[config.mk]
export PLATFORM = sky130hd
export DESIGN_NAME = addsub_result_stage
export DESIGN_NICKNAME = d
export VERILOG_FILES = /design/src/rtl/addsub_result_stage_pkg.sv /design/src/rtl/addsub_result_stage_sat16.sv /design/src/rtl/addsub_result_stage.sv
export SDC_FILE = /design/constraint.sdc
export NUM_CORES = 1
export LEC_CHECK = 0
export BUFFER_PORTS_ARGS = -buffer_cell sky130_fd_sc_hd__buf_2
export CAP_MARGIN = 20
export CORE_MARGIN = 1
export CORE_UTILIZATION = 40
export CTS_CLUSTER_SIZE = 30
export DETAILED_ROUTE_END_ITERATION = 10
export HOLD_SLACK_MARGIN = 0.05
export PLACE_DENSITY = 0.73
export SLEW_MARGIN = 5
export SYNTH_ARGS = -nofsm -noshare
export SYNTH_HDL_FRONTEND = slang
export SYNTH_SLANG_ARGS = --single-unit
[constraint.sdc]
create_clock -name clk -period 1.7 [get_ports clk]
set_input_delay 0.17 -clock clk [delete_from_list [all_inputs] [get_ports clk]]
set_output_delay 0.17 -clock clk [all_outputs]
set_load 0.01 [all_outputs]
[src/rtl/addsub_result_stage_pkg.sv]
// addsub_result_stage_pkg: shared types and constants for the add/sub result stage
package addsub_result_stage_pkg;
    typedef enum logic [1:0] {EMPTY, ONE, TWO} state_t;
    localparam logic OP_ADD = 1'b0;
    localparam logic OP_SUB = 1'b1;
    localparam logic [15:0] SAT_MAX = 16'h7FFF;
    localparam logic [15:0] SAT_MIN = 16'h8000;
    localparam logic [7:0] OF_COUNT_MAX = 8'hFF;
endpackage

[src/rtl/addsub_result_stage_sat16.sv]
// sat16: clamps an overflowed 16-bit result toward the true sign of the exact answer
module sat16
    import addsub_result_stage_pkg::*;
(
    input  logic [15:0] r,
    input  logic        f,
    input  logic        sat_en,
    output logic [15:0] sat_data
);
    // A wrapped result has the wrong sign, so a negative r means positive overflow
    always_comb sat_data = (sat_en && f) ? (r[15] ? SAT_MAX : SAT_MIN) : r;
endmodule

[src/rtl/addsub_result_stage.sv]
// addsub_result_stage: selects, optionally saturates and buffers adder/subtractor results
module addsub_result_stage
    import addsub_result_stage_pkg::*;
(
    input  logic        clk,
    input  logic        rst,
    input  logic [15:0] sum,
    input  logic [15:0] diff,
    input  logic        S_OF,
    input  logic        D_OF,
    input  logic        op,
    input  logic        sat_en,
    input  logic        in_valid,
    output logic        in_ready,
    output logic        out_valid,
    input  logic        out_ready,
    output logic [15:0] out_data,
    output logic        out_of,
    input  logic        clear_stats,
    output logic        sticky_of,
    output logic [7:0]  of_count
);
    state_t state;
    logic [15:0] d0, d1, r, sd;
    logic f0, f1, f, push, pop;

    assign in_ready  = (state != TWO);
    assign out_valid = (state != EMPTY);
    assign push      = in_valid && in_ready;
    assign pop       = out_valid && out_ready;
    assign r         = (op == OP_SUB) ? diff : sum;
    assign f         = (op == OP_SUB) ? D_OF : S_OF;
    assign out_data  = out_valid ? d0 : 16'h0000;
    assign out_of    = out_valid && f0;

    sat16 u_sat (.r(r), .f(f), .sat_en(sat_en), .sat_data(sd));

    // Two-entry in-order buffer: d0/f0 is the head presented downstream
    always_ff @(posedge clk) begin
        if (rst) begin
            state <= EMPTY;
            d0    <= '0;
            d1    <= '0;
            f0    <= 1'b0;
            f1    <= 1'b0;
        end else begin
            case (state)
                EMPTY: if (push) begin
                    d0    <= sd;
                    f0    <= f;
                    state <= ONE;
                end
                ONE: if (push && pop) begin
                    d0 <= sd;
                    f0 <= f;
                end else if (push) begin
                    d1    <= sd;
                    f1    <= f;
                    state <= TWO;
                end else if (pop) begin
                    state <= EMPTY;
                end
                TWO: if (pop) begin
                    d0    <= d1;
                    f0    <= f1;
                    state <= ONE;
                end
                default: state <= EMPTY;
            endcase
        end
    end

    // Overflow statistics; clear wins over a same-cycle overflow push
    always_ff @(posedge clk) begin
        if (rst || clear_stats) begin
            sticky_of <= 1'b0;
            of_count  <= '0;
        end else if (push && f) begin
            sticky_of <= 1'b1;
            of_count  <= (of_count == OF_COUNT_MAX) ? of_count : of_count + 8'd1;
        end
    end
endmodule

# Word level (Yosys, flattened, before mapping)
# Cells that the tools add are included.
# totals
in_bits,41
elab_cells,52
ff_bits,45
out_inout_bits,28
# op_classes
n_reduce_logical,14
muxes,19
bitwise_logic,2
n_addsub,1
eq_ne,9
# op_table
op,count
two-way mux 16 bit,7
one-hot mux 16 bit (3 select lines),1
two-way mux 2 bit,5
inequality test 2 bit (second input constant),5
adder 8 x 1 -> 8 bit (second input constant),1
== test 8 bit (second input constant),1
AND reduction 4 bit,2
logical AND 1 bit,6
one-hot mux 2 bit (3 select lines),1
two-way mux 1 bit,4
inequality test 3 bit (second input constant),1
one-hot mux 1 bit (3 select lines),1
AND reduction 3 bit,1
nonzero test 3 bit,1
== test 2 x 1 -> 1 bit (second input constant),1
== test 2 bit (second input constant),1
zero test 2 bit,1
NOT 1 bit,2
AND reduction 2 bit,1
nonzero test 2 bit,1
logical OR 1 bit,1

# Longest topological paths before layout
# Gate-level depths: netlist of the first run.
# logic_depth
ltp_word,6
mapped_depth,7
mapped_depth_nobuf,5

# Cells and area by module
# Synthesis of the first run repeated with hierarchy kept, for this count alone.
# hier_totals
hier_cells,270
area_unflattened_um2,2366.0
# modules_own_cells
mod,seq_area_each_um2,cells_per_inst,n_inst,area_each_um2
addsub_result_stage,900.9,249,1,2197.1
sat16,0.0,21,1,168.9

# Worst setup path after synthesis of the first run
# No wires, ideal clock.
# synth_path
path_kind,reg-to-reg
startpoint,register of_count[0]
endpoint,register of_count[4]
period_less_slack_ps,1571
n_path_buf,0
stages_incl_launch_ff,6
setup_time_ps,135
t_required_ps,1565
t_arrival_ps,1436
slack_ps,129
path_cell_list,dfxtp_1 -> ha_1 -> and4_1 -> and3_1 -> o311ai_0 -> o41ai_1
# synth_between
elab_chain_len,3
elab_cells_between_ends,4
cone_classes,1 x add/sub; 1 x eq/ne; 1 x bitwise; 1 x reduce/logical
# synth_lines
item,line,rtl
"start, declared",addsub_result_stage.sv:21,output logic [7:0] of_count
"start signal, assigned",addsub_result_stage.sv:80,of_count <= (of_count == OF_COUNT_MAX) ? of_count : of_count + 8'd1;
"parallel branches: the longest is 3 deep, another holds adder 8 x 1 -> 8 bit",-,
# Several ways; the timed one is not identified.
# A chain may end at the register's enable or synchronous reset.

# Final worst setup path of the first run
# layout_path
startpoint,register state[1]
endpoint,output in_ready
# layout_between
elab_chain_len,1
# layout_lines
item,line,rtl
"start, declared",addsub_result_stage.sv:23,state_t state;
"start signal, assigned",addsub_result_stage.sv:41,state <= EMPTY;
"start signal, assigned",addsub_result_stage.sv:51,state <= ONE;
"start signal, assigned",addsub_result_stage.sv:59,state <= TWO;
inequality test 2 bit,addsub_result_stage.sv:27,assign in_ready = (state != TWO);
"end, declared",addsub_result_stage.sv:14,"output logic in_ready,"
# Every way passes these cells.

==> impl_results.md, run 1 <==
* Storage cell area at 905.9 um^2
* Leak at 1.326 nW
* Critical Path RT at 1530 ps
* Global route total overflow at 0
* Synthesized-area fraction occupied by xor and xnor cells at 0
* DRC errors left at 0
* Worst Path Max Fanout at 12
* Initial DRC count at 76
* Vias per std cell at 5.318
* Vias in the first global route at 2,114
* Total Wirelength at 5948 um
* GPL Wtd Cong at 0.8342
* Worst VDD drop at 0.0004055 V
* Setup crit end kind: primary output
* Largest net degree at the start of global routing at 19
* Status: finished, final reports clean
* Core ar. at 5675 um^2
* Dpl cells at 413
* Non-Filler Instances at 421
* Top_reg_cell synth: dfxtp_1
* Initial cell density of the core at 0.4272
* Most numerous cell in the Yosys netlist: nor2_1
* Die ar. at 6378 um^2
* Tot Pwr at 2.356 mW
* Maximum root-to-sink buffer count at 2
* Hpwl dp at 4265 um
* Fmax achieved at 612.7 MHz
* Synth Area in Compound Gates at 0.2632
* Initial antenna violation count at 0
* Flops & latches, synth at 45
* Syn. warnings at 0
* CTS root buffer: clkbuf_8
* Setup violators final at 0
* Clock skew at 9.170 ps
* Top cells by count, synth: nor2_1, dfxtp_1, mux2i_1
* Simple-gate portion of the synthesized area at 0.1873
* Global-route wire length before repair at 9680 um
* Horiz. Die Dim at 79.86 um
* Clock slew at reported path FFs at 80 ps
* TNS Setup at 0 ps
* Avg Cell Area, Syn at 8.754 um^2
* Area grow syn2layout at 22.55%
* Final min period at 1632 ps
* Row Count at 27
* Post-synth EDFFs at 0
* Die Y-Extent at 79.86 um
* Cell Area, Synth at 2425 um^2
* Port Buf Inserts at 68
* Multi-input gate area at 1339 um^2
* Fraction of layout instances using a drive strength above 1 at 0.3582
* RSZ-0062 raised after global routing: no
* TritonCTS clock tree: yes
* Worst EP arrival at 1460 ps
* Synth Area in Adders at 0.005160
* TritonCTS buffer count at 5
* Hold Slack at 109.9 ps
* Gr usage total at 0.1946
* Final period util at 0.9600
* Pwr per Cell Area at 792.7 nW/um^2
* Sequential fraction of the synthesis area at 0.3715
* Largest family of logic cells by synthesized area: compound AO/OA/AOI/OAI gates
* Mapped Nets at 319
* H-tree depth at 2
* CTS Sinks at 45
* Rel. slew slack at 0.5227
* Final Hold Vio Count at 0
* DR vias at 2,239
* ANT nets after route at 0
* TritonRoute pass-1 iters at 4
* Final nets at 390
* Min-delay worst type: in2reg
* Mux contribution to synthesized area at 0.09649
* Distinct cells, synth at 47
* ANT cells at 0
* Worst setup SP type: register
* Ranking of synthesized cells by area: dfxtp_1, nor2_1, mux2i_1
* CP Class: reg2out
* Area share of the largest cell type after synthesis at 0.3715
* Max Slew Vio Count at 0
* Syn Inst Count at 277
* Post-layout util at 0.5236
* Later-pin clock latency in the skew report at 300 ps
* Layout fillers at 556
* Max-cap violations at 0
* Asr flop ratio synth at 0
* Synth area leader: dfxtp_1
* Worst-margin pin slew at 715.9 ps
* IO Pins at 69
* Routed length per placed instance at 14.13 um
[sequential cells by signal (all words and copies together), names as in the netlist]
signal and cells:
f0 1, of_count 8, d1 16, f1 1, d0 16, sticky_of 1, state 2
[cells in the final DEF, fill, tap and decap left out, drive strengths merged, types with 3 or more instances in the layout]
master,n
a211oi,4
nand2,5
o311ai,3
o41ai,4
nor2,70
o22ai,15
inv,17
o32ai,15
a21oi,20
buf,84
nor2b,3
nand3,7
clkbuf,6
dfxtp,45
mux2i,20
[kinds of logic after synthesis]
group / Yosys count
flops: 45
simple gates: 101
mux: 22
buf+inv: 37
compound gates: 71
fa+ha+maj: 1
[stage by stage]
| step | worst slack (ps) | instance area, um^2 |
|---|---|---|
| 3_3_place_gp | 107.9 | 2867 |
| 4_1_cts | 17.35 | 2964 |
| 5_1_grt | 18.34 | 2972 |
| 3_5_place_dp | 41.26 | 2867 |
| 6_report | 68.01 | 2972 |
| 2_1_floorplan | 128.7 | 2425 |
[routing by layer]
layer	part of all wire	GRT usage
met4	0.010	0.05536
met3	0.065	0.04114
met1	0.46	0.2416
met5	0	0
met2	0.47	0.3368
[critical path, cell delays in order, from the launching register on]
cell     delay, ps
dfxtp_4        380
or2b_1         290
buf_6          170
buf_4          180
buf_2          150
[power breakdown]
part | switching (mW) | internal, mW
Clock | 0.373 | 0.330
Sequential | 0.0250 | 1.12
Combinational | 0.285 | 0.227
[final timing paths]
kind              depth (start not counted)                     start  slack [ps]                  endpoint
hold / removal                            2                 out_ready         110     state[1]$_SDFFE_PP0P_
hold reg to reg                           2       d1[15]$_SDFFE_PP0P_         480       d1[15]$_SDFFE_PP0P_
setup reg to reg                          5  of_count[0]$_SDFFE_PP0P_         130  of_count[3]$_SDFFE_PP0P_
setup / recovery                          4     state[1]$_SDFFE_PP0P_          70                  in_ready
[cell type report]
| cell class | count | share of cell area |
|---|---|---|
| well taps | 72 | 0.03032 |
| clock inverters | 2 | 0.004632 |
| repair buffers | 84 | 0.1604 |
| multi-input cells | 195 | 0.4505 |
| clock buffers | 6 | 0.02779 |
| inverters | 17 | 0.02147 |
| flip-flops and latches | 45 | 0.3048 |
[timing repair]
action / in CTS / in global routing
setup buffers: 0 / 0
gates resized for setup: 1 / 4
setup endpoints to repair: 1 / 2
hold buffers: 0 / 0
Power figures use the tool's default switching activity.
==> run 2: changes to the inputs <==
--- a/config.mk
+++ b/config.mk
@@ -7,12 +7,14 @@
 export LEC_CHECK = 0
 export BUFFER_PORTS_ARGS = -buffer_cell sky130_fd_sc_hd__buf_2
 export CAP_MARGIN = 20
+export CELL_PAD_IN_SITES_DETAIL_PLACEMENT = 0
+export CELL_PAD_IN_SITES_GLOBAL_PLACEMENT = 1
 export CORE_MARGIN = 1
-export CORE_UTILIZATION = 40
+export CORE_UTILIZATION = 38
 export CTS_CLUSTER_SIZE = 30
 export DETAILED_ROUTE_END_ITERATION = 10
 export HOLD_SLACK_MARGIN = 0.05
-export PLACE_DENSITY = 0.73
+export PLACE_DENSITY = 0.88
 export SLEW_MARGIN = 5
 export SYNTH_ARGS = -nofsm -noshare
 export SYNTH_HDL_FRONTEND = slang
==> run 2 against run 1 <==
Sequential cell count unchanged. Sequential power barely moved. Critical path depth did not move. Global-route usage is 0.63 points lower. Design area up 1.3%. Non-clock buffer count did not move. Largest power group unchanged. Die area is 5.1% higher. Cell count is 0.71% higher. Count of clock-buffer cells in the layout stayed put. Worst setup slack better by 14 ps.
==> impl_results.md, run 2 (synthesis results as in run 1) <==
* DR vias at 2,217 (-0.98%)
* Max-cap violations at 0 (unchanged)
* TritonCTS buffer count at 5 (unchanged)
* ANT nets after route at 0 (unchanged)
* Final period util at 0.9515 (-0.008509)
* Vias in the first global route at 1,975 (-6.6%)
* Reg2reg path depth at 5 (unchanged)
* CP startpoint: state[1]$_SDFFE_PP0P_
* Critical Path RT at 1530 ps (about the same)
* Status: finished, final reports clean
* Worst-margin pin slew at 701.4 ps (-14.47 ps)
* Final min period at 1618 ps (-14.47 ps)
* RSZ-0062 raised after global routing: no
* DP Worst Slack at 62.15 ps (+20.89 ps)
* Vias per std cell at 5.229 (-1.7%)
* Commonest non-fill, non-tap cells in the layout: nor2_1, buf_2, dfxtp_1
* Top Registers: d0: 16 flops, d1: 16 flops, of_count: 8 flops
* Fraction of layout instances using a drive strength above 1 at 0.3582 (unchanged)
* Setup violators final at 0 (unchanged)
* Global route total overflow at 0 (unchanged)
* Die Y-Extent at 81.88 um (+2.5%)
* Total Wirelength at 6001 um (+0.89%)
* Fmax achieved at 618.2 MHz (+0.89%)
* TNS Setup at 0 ps (unchanged)
* H-tree depth at 2 (unchanged)
* Critical R2R Capture: of_count[4]$_SDFFE_PP0P_
* Post-CTS Hold Fix Bufs at 0 (unchanged)
* Global-route wire length before repair at 9604 um (-0.79%)
* Setup crit end kind: primary output
* Hpwl dp at 4345 um (+1.9%)
* Largest stage delay, worst path at 380 ps (about the same)
* Gr usage total at 0.1883 (-0.006254)
* CP Class: reg2out
* Port Buf Inserts at 68 (unchanged)
* Worst R2R Setup Slack at 140 ps (about the same)
* Clock slew at reported path FFs at 80 ps (about the same)
* Worst EP arrival at 1450 ps (about the same)
* Initial DRC count at 175 (+130%)
* Hold Slack at 110.9 ps (+0.9590 ps)
* Row Count at 28 (+3.7%)
* Layout fillers at 593 (+6.7%)
* TritonCTS clock tree: yes
* GPL Wtd Cong at 0.7720 (-7.5%)
* Final nets at 390 (unchanged)
* ANT cells at 0 (unchanged)
* Core ar. at 6026 um^2 (+6.2%)
* Area grow syn2layout at 24.20%
* DRC errors left at 0 (unchanged)
* Maximum root-to-sink buffer count at 2 (unchanged)
* Worst Path Max Fanout at 16 (+4)
* R2R Path Start: of_count[0]$_SDFFE_PP0P_
* CTS root buffer: clkbuf_8
* CTS Sinks at 45 (unchanged)
* Most common cell after layout, fill and taps aside: nor2_1
* Routed length per placed instance at 14.15 um (+0.18%)
* IO Pins at 69 (unchanged)
* Leak at 1.338 nW (+0.92%)
* Hold Path Depth at 2 (unchanged)
* Horiz. Die Dim at 81.88 um (+2.5%)
* Die ar. at 6704 um^2 (+5.1%)
* Min-delay worst type: in2reg
* Rel. slew slack at 0.5324 (+0.009644)
* Initial antenna violation count at 0 (unchanged)
* Worst setup SP type: register
* Later-pin clock latency in the skew report at 300 ps (about the same)
* Final Hold Vio Count at 0 (unchanged)
* Initial cell density of the core at 0.4024 (-0.02484)
* Final WS setup at 82.47 ps (+14.47 ps)
* Max Slew Vio Count at 0 (unchanged)
* Pwr per Cell Area at 832.9 nW/um^2 (+5.1%)
* Multi-input gate area at 1339 um^2 (unchanged)
* Storage cell area at 905.9 um^2 (unchanged)
* Largest net degree at the start of global routing at 18 (-1)
* Worst VDD drop at 0.0003916 V (-3.4%)
* Setup crit end: in_ready
* TritonRoute pass-1 iters at 4 (unchanged)
* Clock skew at 9.486 ps (+0.3161 ps)
* Worst path cell trace: or2b_1 -> buf_4 -> buf_6 -> buf_2
* Slowest-stage cell, CP: dfxtp_4
## run 2: per-stage QoR
stage / utilization / area, um^2 / std cells / power, mW
after floorplan: - / 2425 / 277 / 1.519
after global placement: 0.4784 / 2883 / 416 / 1.675
after detailed placement: 0.4784 / 2883 / 416 / 1.684
after CTS: 0.4985 / 3004 / 424 / 2.528
after global routing: 0.4998 / 3012 / 424 / 2.633
final: 0.4998 / 3012 / 424 / 2.508
## run 2: timing repair
item / in CTS / in global routing
gates resized for setup: 1 / 5
setup buffers: 0 / 0
hold endpoints to repair: 0 / 0
setup endpoints to repair: 1 / 3
## run 2: critical path, delay by kind of cell, from the launching register on
family	cells	cell delay [ps]
DFF	1	380
and+or+nand+nor	1	270
buffers and inverters	3	490
## run 2: final cells by class
type                            instances  share of cell area
Sequential cell                        45              0.3008
Inverter                               17             0.02119
Clock buffer                            6             0.02742
Multi-Input combinational cell        195              0.4445
Tap cell                               75             0.03116
Clock inverter                          2             0.01246
Timing Repair Buffer                   84              0.1624
## run 2: worst min path at each step
stage	start	slack, ps	to
2_1_floorplan	out_ready	250	state[1]$_SDFFE_PP0P_
3_3_place_gp	out_ready	430	state[1]$_SDFFE_PP0P_
3_5_place_dp	out_ready	430	state[1]$_SDFFE_PP0P_
4_1_cts	out_ready	100	state[1]$_SDFFE_PP0P_
5_1_grt	out_ready	110	state[1]$_SDFFE_PP0P_
6_report	out_ready	110	state[1]$_SDFFE_PP0P_
## run 2: layer usage
layer  GRT usage  wire, um  vias up
li1            -         -     1131
met1      0.2530      2773     1006
met2      0.3083      2837       74
met3     0.03667       333        6
met4     0.04386        56        0
met5           0         0        -
## run 2: power by group
| part | switching [mW] | internal (mW) |
|---|---|---|
| Combinational | 0.285 | 0.231 |
| Clock | 0.371 | 0.478 |
| Sequential | 0.0262 | 1.12 |
| Total | 0.683 | 1.83 |
